### src/rtl/phase_freq_pkg.sv
// Shared constants, helpers and state type for the phase-to-frequency estimator.
// PHASE_FREQ_ROUND_EN (see phase_freq_est) switches the output from floor to round-half-up.
package phase_freq_pkg;

    typedef enum logic {
        SEED = 1'b0,
        RUN  = 1'b1
    } state_t;

    // floor(pi * 2^32); the dropped fraction is far below one phase LSB for sane widths
    localparam logic [63:0] PI_2P32 = 64'd13493037704;

    function automatic int pi_q(input int width);
        logic [63:0] t;
        t = (PI_2P32 << (width - 3)) + 64'h0000_0000_8000_0000;
        return int'(t >> 32);
    endfunction

    function automatic int two_pi_q(input int width);
        return 2 * pi_q(width);
    endfunction

endpackage

### src/rtl/phase_freq_est_diff.sv
// Stage 1: holds the previous phase and registers the wrapped first difference.
// The difference is formed in WIDTH+1 bits so out-of-range phases still give defined results.
module phase_diff_wrap
    import phase_freq_pkg::*;
#(
    parameter int WIDTH = 16
) (
    input  logic                    clk_i,
    input  logic                    rst_i,
    input  logic [WIDTH-1:0]        phase_i,
    input  logic                    valid_i,
    input  logic                    seed_i,
    output logic signed [WIDTH-1:0] d_o,
    output logic                    d_valid_o
);
    localparam logic signed [WIDTH:0] PI_Q     = (WIDTH+1)'(pi_q(WIDTH));
    localparam logic signed [WIDTH:0] TWO_PI_Q = (WIDTH+1)'(two_pi_q(WIDTH));

    logic signed [WIDTH-1:0] prev_q, prev_d;
    logic signed [WIDTH-1:0] d_q, d_d;
    logic                    d_valid_q, d_valid_d;
    logic signed [WIDTH:0]   raw;
    logic signed [WIDTH:0]   wrapped;

    always_comb begin
        raw     = {phase_i[WIDTH-1], phase_i} - {prev_q[WIDTH-1], prev_q};
        wrapped = raw;
        // exactly +/-PI_Q is left alone
        if (raw > PI_Q) begin
            wrapped = raw - TWO_PI_Q;
        end else if (raw < -PI_Q) begin
            wrapped = raw + TWO_PI_Q;
        end

        prev_d    = prev_q;
        d_d       = d_q;
        d_valid_d = 1'b0;
        if (valid_i) begin
            prev_d = phase_i;
            if (!seed_i) begin
                d_d       = WIDTH'(wrapped);
                d_valid_d = 1'b1;
            end
        end
    end

    always_ff @(posedge clk_i or posedge rst_i) begin
        if (rst_i) begin
            prev_q    <= '0;
            d_q       <= '0;
            d_valid_q <= 1'b0;
        end else begin
            prev_q    <= prev_d;
            d_q       <= d_d;
            d_valid_q <= d_valid_d;
        end
    end

    assign d_o       = d_q;
    assign d_valid_o = d_valid_q;

endmodule

### src/rtl/phase_freq_est.sv
// Mean phase step over 2^LOG2_N wrapped differences = instantaneous frequency estimate.
// Define PHASE_FREQ_ROUND_EN to round half toward +inf instead of flooring.
module phase_freq_est
    import phase_freq_pkg::*;
#(
    parameter int WIDTH  = 16,
    parameter int LOG2_N = 4
) (
    input  logic             clk,
    input  logic             reset,
    input  logic [WIDTH-1:0] sink,
    input  logic             sink_valid,
    output logic [WIDTH-1:0] source,
    output logic             source_valid,
    output state_t           dbg_state_o
);
`ifdef PHASE_FREQ_ROUND_EN
    localparam int AW = WIDTH + LOG2_N + 1;
`else
    localparam int AW = WIDTH + LOG2_N;
`endif
    localparam logic [LOG2_N-1:0] CNT_LAST = '1;

    state_t                  state_q, state_d;
    logic signed [AW-1:0]    acc_q, acc_d;
    logic [LOG2_N-1:0]       cnt_q, cnt_d;
    logic [WIDTH-1:0]        source_q, source_d;
    logic                    source_valid_q, source_valid_d;
    logic signed [WIDTH-1:0] d;
    logic                    d_valid;
    logic signed [AW-1:0]    sum;
    logic signed [AW-1:0]    rnd;
    logic [WIDTH-1:0]        mean;

    phase_diff_wrap #(.WIDTH(WIDTH)) u_diff (
        .clk_i     (clk),
        .rst_i     (reset),
        .phase_i   (sink),
        .valid_i   (sink_valid),
        .seed_i    (state_q == SEED),
        .d_o       (d),
        .d_valid_o (d_valid)
    );

    always_comb begin
        state_d = state_q;
        if (state_q == SEED && sink_valid) begin
            state_d = RUN;
        end
    end

    always_comb begin
        sum = acc_q + {{(AW-WIDTH){d[WIDTH-1]}}, d};
`ifdef PHASE_FREQ_ROUND_EN
        rnd = sum + (AW'(1) << (LOG2_N - 1));
`else
        rnd = sum;
`endif
        mean = WIDTH'(rnd >>> LOG2_N);

        acc_d          = acc_q;
        cnt_d          = cnt_q;
        source_d       = source_q;
        source_valid_d = 1'b0;
        if (d_valid) begin
            if (cnt_q == CNT_LAST) begin
                source_d       = mean;
                source_valid_d = 1'b1;
                acc_d          = '0;
                cnt_d          = '0;
            end else begin
                acc_d = sum;
                cnt_d = cnt_q + 1'b1;
            end
        end
    end

    always_ff @(posedge clk or posedge reset) begin
        if (reset) begin
            state_q        <= SEED;
            acc_q          <= '0;
            cnt_q          <= '0;
            source_q       <= '0;
            source_valid_q <= 1'b0;
        end else begin
            state_q        <= state_d;
            acc_q          <= acc_d;
            cnt_q          <= cnt_d;
            source_q       <= source_d;
            source_valid_q <= source_valid_d;
        end
    end

    assign source       = source_q;
    assign source_valid = source_valid_q;
    assign dbg_state_o  = state_q;

endmodule

### config.mk
export PLATFORM = sky130hd
export DESIGN_NAME = phase_freq_est
export DESIGN_NICKNAME = d
export VERILOG_FILES = /design/src/rtl/phase_freq_pkg.sv /design/src/rtl/phase_freq_est_diff.sv /design/src/rtl/phase_freq_est.sv
export SDC_FILE = /design/constraint.sdc
export NUM_CORES = 1
export LEC_CHECK = 0
export ABC_AREA = 1
export ABC_CLOCK_PERIOD_IN_PS = 3600
export BUFFER_PORTS_ARGS = -buffer_cell sky130_fd_sc_hd__buf_2
export CAP_MARGIN = 20
export CELL_PAD_IN_SITES_DETAIL_PLACEMENT = 0
export CELL_PAD_IN_SITES_GLOBAL_PLACEMENT = 1
export CORE_UTILIZATION = 30
export CTS_BUF_LIST = sky130_fd_sc_hd__clkbuf_8
export CTS_CLUSTER_SIZE = 12
export DETAILED_ROUTE_END_ITERATION = 12
export PLACE_DENSITY_LB_ADDON = 0.1
export SLEW_MARGIN = 20
export SYNTH_ARGS = -nofsm -noshare
export SYNTH_HDL_FRONTEND = slang
export SYNTH_SLANG_ARGS = --single-unit
### constraint.sdc
create_clock -name clk -period 3.6 [get_ports clk]
set_input_delay 0.36 -clock clk [delete_from_list [all_inputs] [get_ports clk]]
set_output_delay 0.36 -clock clk [all_outputs]
set_load 0.03 [all_outputs]
Word-level counts from Yosys, hierarchy flattened
Cells that the tools add are included.
{"block": "word_totals", "regBits": 75, "inputBits": 19, "out_inout_bits": 18, "elab_cells": 28}
{"block": "classes", "add_sub_neg": 5, "n_lt_le_gt_ge": 2, "eq_ne": 1, "n_mux": 8, "bitwise": 1, "n_reduce_logical": 3}
{"op": "16-bit two-way mux", "n": 2}
{"op": "20-bit adder", "n": 1}
{"op": "20-bit two-way mux", "n": 1}
{"op": "17-bit by 16-bit > comparator with 1-bit output (second input constant)", "n": 1}
{"op": "17-bit by 16-bit less-than comparator with 1-bit output (second input constant)", "n": 1}
{"op": "16-bit by 16-bit subtractor with 17-bit output", "n": 1}
{"op": "16-bit by 15-bit adder with 16-bit output (second input constant)", "n": 1}
{"op": "16-bit by 15-bit subtractor with 16-bit output (second input constant)", "n": 1}
{"op": "4-bit by 1-bit adder with 4-bit output (second input constant)", "n": 1}
{"op": "4-bit == test (second input constant)", "n": 1}
{"op": "1-bit two-way mux", "n": 4}
{"op": "4-bit two-way mux", "n": 1}
{"op": "2-bit AND reduction", "n": 2}
{"op": "1-bit logical AND", "n": 1}
{"op": "1-bit NOT", "n": 1}

Logic depth before layout (Yosys ltp)
{"block": "logic_depth", "ltp_word": 4, "ltp_mapped": 23}

By module
Synthesis repeated with hierarchy kept, for this count alone.
{"block": "hier_totals", "cells_unflattened": 998, "area_unflattened_um2": 6490.0}
{"mod": "phase_diff_wrap", "n_inst": 1, "cells_each": 614, "area_per_inst_um2": 3682.3}
{"mod": "phase_freq_est", "n_inst": 1, "cells_each": 384, "area_per_inst_um2": 2807.7}

Worst setup path after synthesis
Ideal clock, no wire load.
{"block": "synth_timing", "path_type": "input to register", "startpoint": "input sink[0]", "endpoint": "register u_diff.d_q[13], in the netlist u_diff.d_o[13]", "setup_time_ns": 0.117, "arrival_time_ns": 2.525, "required_time_ns": 3.483, "slack_ns": 0.958, "stages": 20, "n_path_buf": 1, "cell_sequence": "inv_1 ha_1 fa_1 inv_1 nand3_1 nand3_1 nand2_2 inv_1 ha_1 nand4_1 nand3b_1 nor2_1 nand3_1 nand3_1 nand2_1 buf_4 nand3_1 nand2_1 nor2_1 nor2_1"}
{"block": "synth_between", "elab_chain_len": 4, "word_cells_on_any_way": 7, "cone_classes": "add/sub (3); order compare (2); mux (2)"}
{"item": "start: declaration", "line": "phase_freq_est.sv:11", "rtl": "input logic [WIDTH-1:0] sink,"}
{"item": "16-bit by 16-bit subtractor with 17-bit output *", "line": "phase_freq_est_diff.sv:26", "rtl": "raw = {phase_i[WIDTH-1], phase_i} - {prev_q[WIDTH-1], prev_q};"}
{"item": "16-bit by 15-bit adder with 16-bit output / 17-bit by 16-bit less-than comparator with 1-bit output (equally long branches)", "line": "phase_freq_est_diff.sv:32, phase_freq_est_diff.sv:31"}
{"item": "16-bit two-way mux", "line": "phase_freq_est_diff.sv:31", "rtl": "end else if (raw < -PI_Q) begin"}
{"item": "16-bit two-way mux *", "line": "phase_freq_est_diff.sv:29", "rtl": "if (raw > PI_Q) begin"}
{"item": "end signal: assignment", "line": "phase_freq_est_diff.sv:50", "rtl": "d_q <= '0;"}
{"item": "end signal: assignment", "line": "phase_freq_est_diff.sv:54", "rtl": "d_q <= d_d;"}
{"item": "end: declaration", "line": "phase_freq_est_diff.sv:20", "rtl": "logic signed [WIDTH-1:0] d_q, d_d;"}
Every way passes the cells marked *; elsewhere a longest branch is shown, timed or not.
A chain may end at the register's enable or synchronous reset.

Final worst setup path
{"block": "layout_timing", "startpoint": "register u_diff.prev_q[0]", "endpoint": "register u_diff.d_q[13], in the netlist u_diff.d_o[13]"}
{"block": "layout_between", "elab_chain_len": 4, "word_cells_on_any_way": 7, "cone_classes": "add/sub (3); order compare (2); mux (2)"}
{"item": "start: declaration", "line": "phase_freq_est_diff.sv:19", "rtl": "logic signed [WIDTH-1:0] prev_q, prev_d;"}
{"item": "start signal: assignment", "line": "phase_freq_est_diff.sv:53", "rtl": "prev_q <= prev_d;"}
{"item": "16-bit by 16-bit subtractor with 17-bit output *", "line": "phase_freq_est_diff.sv:26"}
{"item": "16-bit by 15-bit adder with 16-bit output / 17-bit by 16-bit less-than comparator with 1-bit output (equally long branches)", "line": "phase_freq_est_diff.sv:32, phase_freq_est_diff.sv:31"}
{"item": "16-bit two-way mux", "line": "phase_freq_est_diff.sv:31"}
{"item": "16-bit two-way mux *", "line": "phase_freq_est_diff.sv:29"}
Marks and branches as above.

==> flow_summary.ini <==
[setup_path]
crit-reg2reg-launch = u_diff.prev_q[0]
setup_slack_of_the_most_critical_reg_to_reg_path_ns = 0.44
reg2reg_to = u_diff.d_o[13]
crit_path_max_fanout = 11
worstPathArrival_ns = 3.42
criticalPathCategory = reg -> reg
setup.worst_path.start_class = flip-flop
reg2regPathDepth = 18
setup.worst_path.end_class = flip-flop
cp.required_ns = 3.86

[logic_synthesis]
yosysWarningCount = 0
postSynthNetCount = 973
yosys-mux-area-fraction = 0
yosysSeqAreaShare = 0.310
synth-xor-area-share = 0.0304
syn_area_um2 = 6060
syn_area_per_cell_um2 = 6.63
async_reset_ff_frac = 1.00
synth_top_family_by_area = simple AND/OR/NAND/NOR gates
postSynthRegisterBits = 75
post_synthesis_simple_gate_area_fraction = 0.396
synth_cell_type_count = 39
synth-edff-count = 0
synth_compound_gate_area_share = 0.0882
synth_adder_area_share = 0.0872
postSynth.topFlopCell = dfrtp_1
syn-instance-count = 913

[cells_and_area]
register_area_um2 = 1880
syn_to_final_growth_pct = 11.1
multi_input_combinational_cell_area_um2 = 3640
insertedDiodeCount = 0
number_of_filler_instances_in_the_final_layout = 2251
mostFrequentLayoutCells = 320 x nand2_1, 109 x inv_1, 81 x nand3_1
layout_cells_sized_above_1 = 0.109
commonest_non_fill_non_tap_cell_in_the_layout = nand2_1
finish.cell_count_without_fillers = 1215
layout_net_count = 1005

[clocking]
htreeDepth = 3
cts.root.buffer_cell = clkbuf_8
cts.sink_count = 75
cts-root-to-sink-buffers = 2
post_cts.repair.setup_buffers = 0
insertion_delay_ns = 0.37
cts.clk_slew.worst_paths_ns = 0.10
holdBufCountCts = 0
cts_inserted_buffers = 9
tritoncts = built
postCtsResizedCells = 0

[power]
power_density_nw_per_um2 = 735
power.static_leakage_uw = 0.00366
vdd_drop_max_mv = 0.234

[floorplanning]
placeableCoreArea_um2 = 19700
initial_util = 0.308
die_height_um = 144
num_rows = 51
i_o_pins = 37
die_w_um = 144
die_area_um2 = 20800

[global_route]
grt.total_usage = 0.175
first_pass_grt_wire_length_um = 28200
grt_antenna_before_repair = 0
global_route.overflow_total = 0
largest_net_degree_at_the_start_of_global_routing = 55
first_global_vias = 5505

[place]
dp_slack_ns = 0.308
detailed_place_hpwl_um = 13300
placed_instance_count = 1199
number_of_port_buffers = 36
gpl.final_weighted_congestion = 0.827

[timing]
tightestPinTransition_ns = 0.750
rsz0062_at_grt = no
finalClockSkew_ns = 0.0118
finalWorstPathRequiredPeriod_ns = 3.16
hold_violations = 0
final.setup.worst_slack_ns = 0.442
slew_headroom = 0.499
setup_viol = 0
achievable-frequency_mhz = 317
final.period_utilization = 0.877
final-max-slew-violation-count = 0
fin_setup_tns_ns = 0

[detailed_routing]
drt_pass1_iterations = 5
vias_per_cell = 4.64
detailroute.via_count = 5641
detailedRoute.firstIterationViolations = 336
antenna_violating_nets_post_route = 0
wire_per_inst_um = 13.9
drt_wl_total_um = 16900
drcViolationCount = 0

[hold_path]
hold_path.class = in -> async

[run_status]
outcome = complete, no violations

[job]
cap_viol_max_count = 0
[flip-flops by register name, summed over array words and instances (netlist names)]
register and flops:
source_valid 1, u_diff.prev_q 16, source 16, acc_q 20, cnt_q 4, u_diff.d_o 16, dbg_state_o 1, u_diff.d_valid_o 1
[per-stage QoR]
step / power [µW] / utilization / hold slack, ns / cell area, µm²
global placement: 4210 / 0.331 / 0.459 / 6500
floorplan: 3510 / - / 0.453 / 6060
global route: 5500 / 0.342 / 0.162 / 6730
detailed placement: 4200 / 0.331 / 0.461 / 6500
finish: 4950 / 0.342 / 0.106 / 6730
CTS: 5020 / 0.342 / 0.180 / 6730
[layout make-up]
class / count / area share
clock buffer: 9 / 0.0184
clock inverter: 7 / 0.0151
inverter: 117 / 0.0656
multi-input combinational: 702 / 0.542
sequential: 75 / 0.279
tap: 265 / 0.0493
timing repair buffer: 40 / 0.0312
[worst max path at each step]
stage / depth (start not counted) / start / endpoint
floorplan: 20 / sink[0] / u_diff.d_o[13]
global placement: 20 / sink[0] / u_diff.d_o[13]
detailed placement: 20 / sink[0] / u_diff.d_o[15]
CTS: 18 / u_diff.prev_q[0] / u_diff.d_o[13]
global route: 18 / u_diff.prev_q[0] / u_diff.d_o[12]
finish: 18 / u_diff.prev_q[0] / u_diff.d_o[13]
[cells by family after synthesis]
family | count (synthesis)
adders and majority gates | 41
xor gates and xnor gates | 21
AOI/OAI and AO/OA | 98
buffers and inverters | 136
and+or+nand+nor | 542
DFF | 75
[worst max-delay path, cell delays in order, from the launching register on]
cell,delay (ns)
dfrtp_1,0.40
ha_1,0.22
fa_1,0.41
inv_1,0.12
nand3_1,0.10
nand3_1,0.12
nand2_2,0.10
inv_1,0.15
ha_1,0.19
nand4_1,0.10
nand3b_1,0.18
nor2_1,0.15
nand3_1,0.09
nand3_1,0.09
nand2_1,0.24
nand3_1,0.17
nand2_1,0.06
nor2_1,0.11
nor2_1,0.04
[cells in the mapped netlist, types with 2 or more instances]
cell type	n	area [µm²]
nand2_1	320	1200
inv_1	109	409
fa_1	2	40.0
nor4_1	2	12.5
nor2_2	4	25.0
or2_2	4	25.0
dfrtp_1	75	1880
nor2_1	62	233
a31oi_1	2	12.5
and2_1	4	25.0
buf_4	3	22.5
nand3_2	5	50.1
a21o_1	2	15.0
a32o_1	4	40.0
nand4_1	24	150
inv_2	7	26.3
nor3_1	4	20.0
xor2_1	14	123
clkbuf_1	14	52.6
a21oi_1	30	150
xnor2_1	7	61.3
nand2_4	5	56.3
o21ai_0	54	270
nand3b_1	4	30.0
ha_1	39	488
nand2_2	19	119
nand3_1	81	405
o211ai_1	2	15.0
[routing by layer]
metal	global-route usage	part of all wire	vias to the layer above
met5	0	0	-
met2	0.268	0.42	76
met4	0.0409	0.0091	0
met1	0.256	0.55	2551
li1	-	-	3004
met3	0.0242	0.025	10
[power breakdown]
| group | switching (µW) | total [µW] | internal [µW] |
|---|---|---|---|
| combinational | 1870 | 2860 | 991 |
| sequential | 176 | 1300 | 1130 |
| clock | 384 | 782 | 398 |
(Power assumes the default switching activity.)
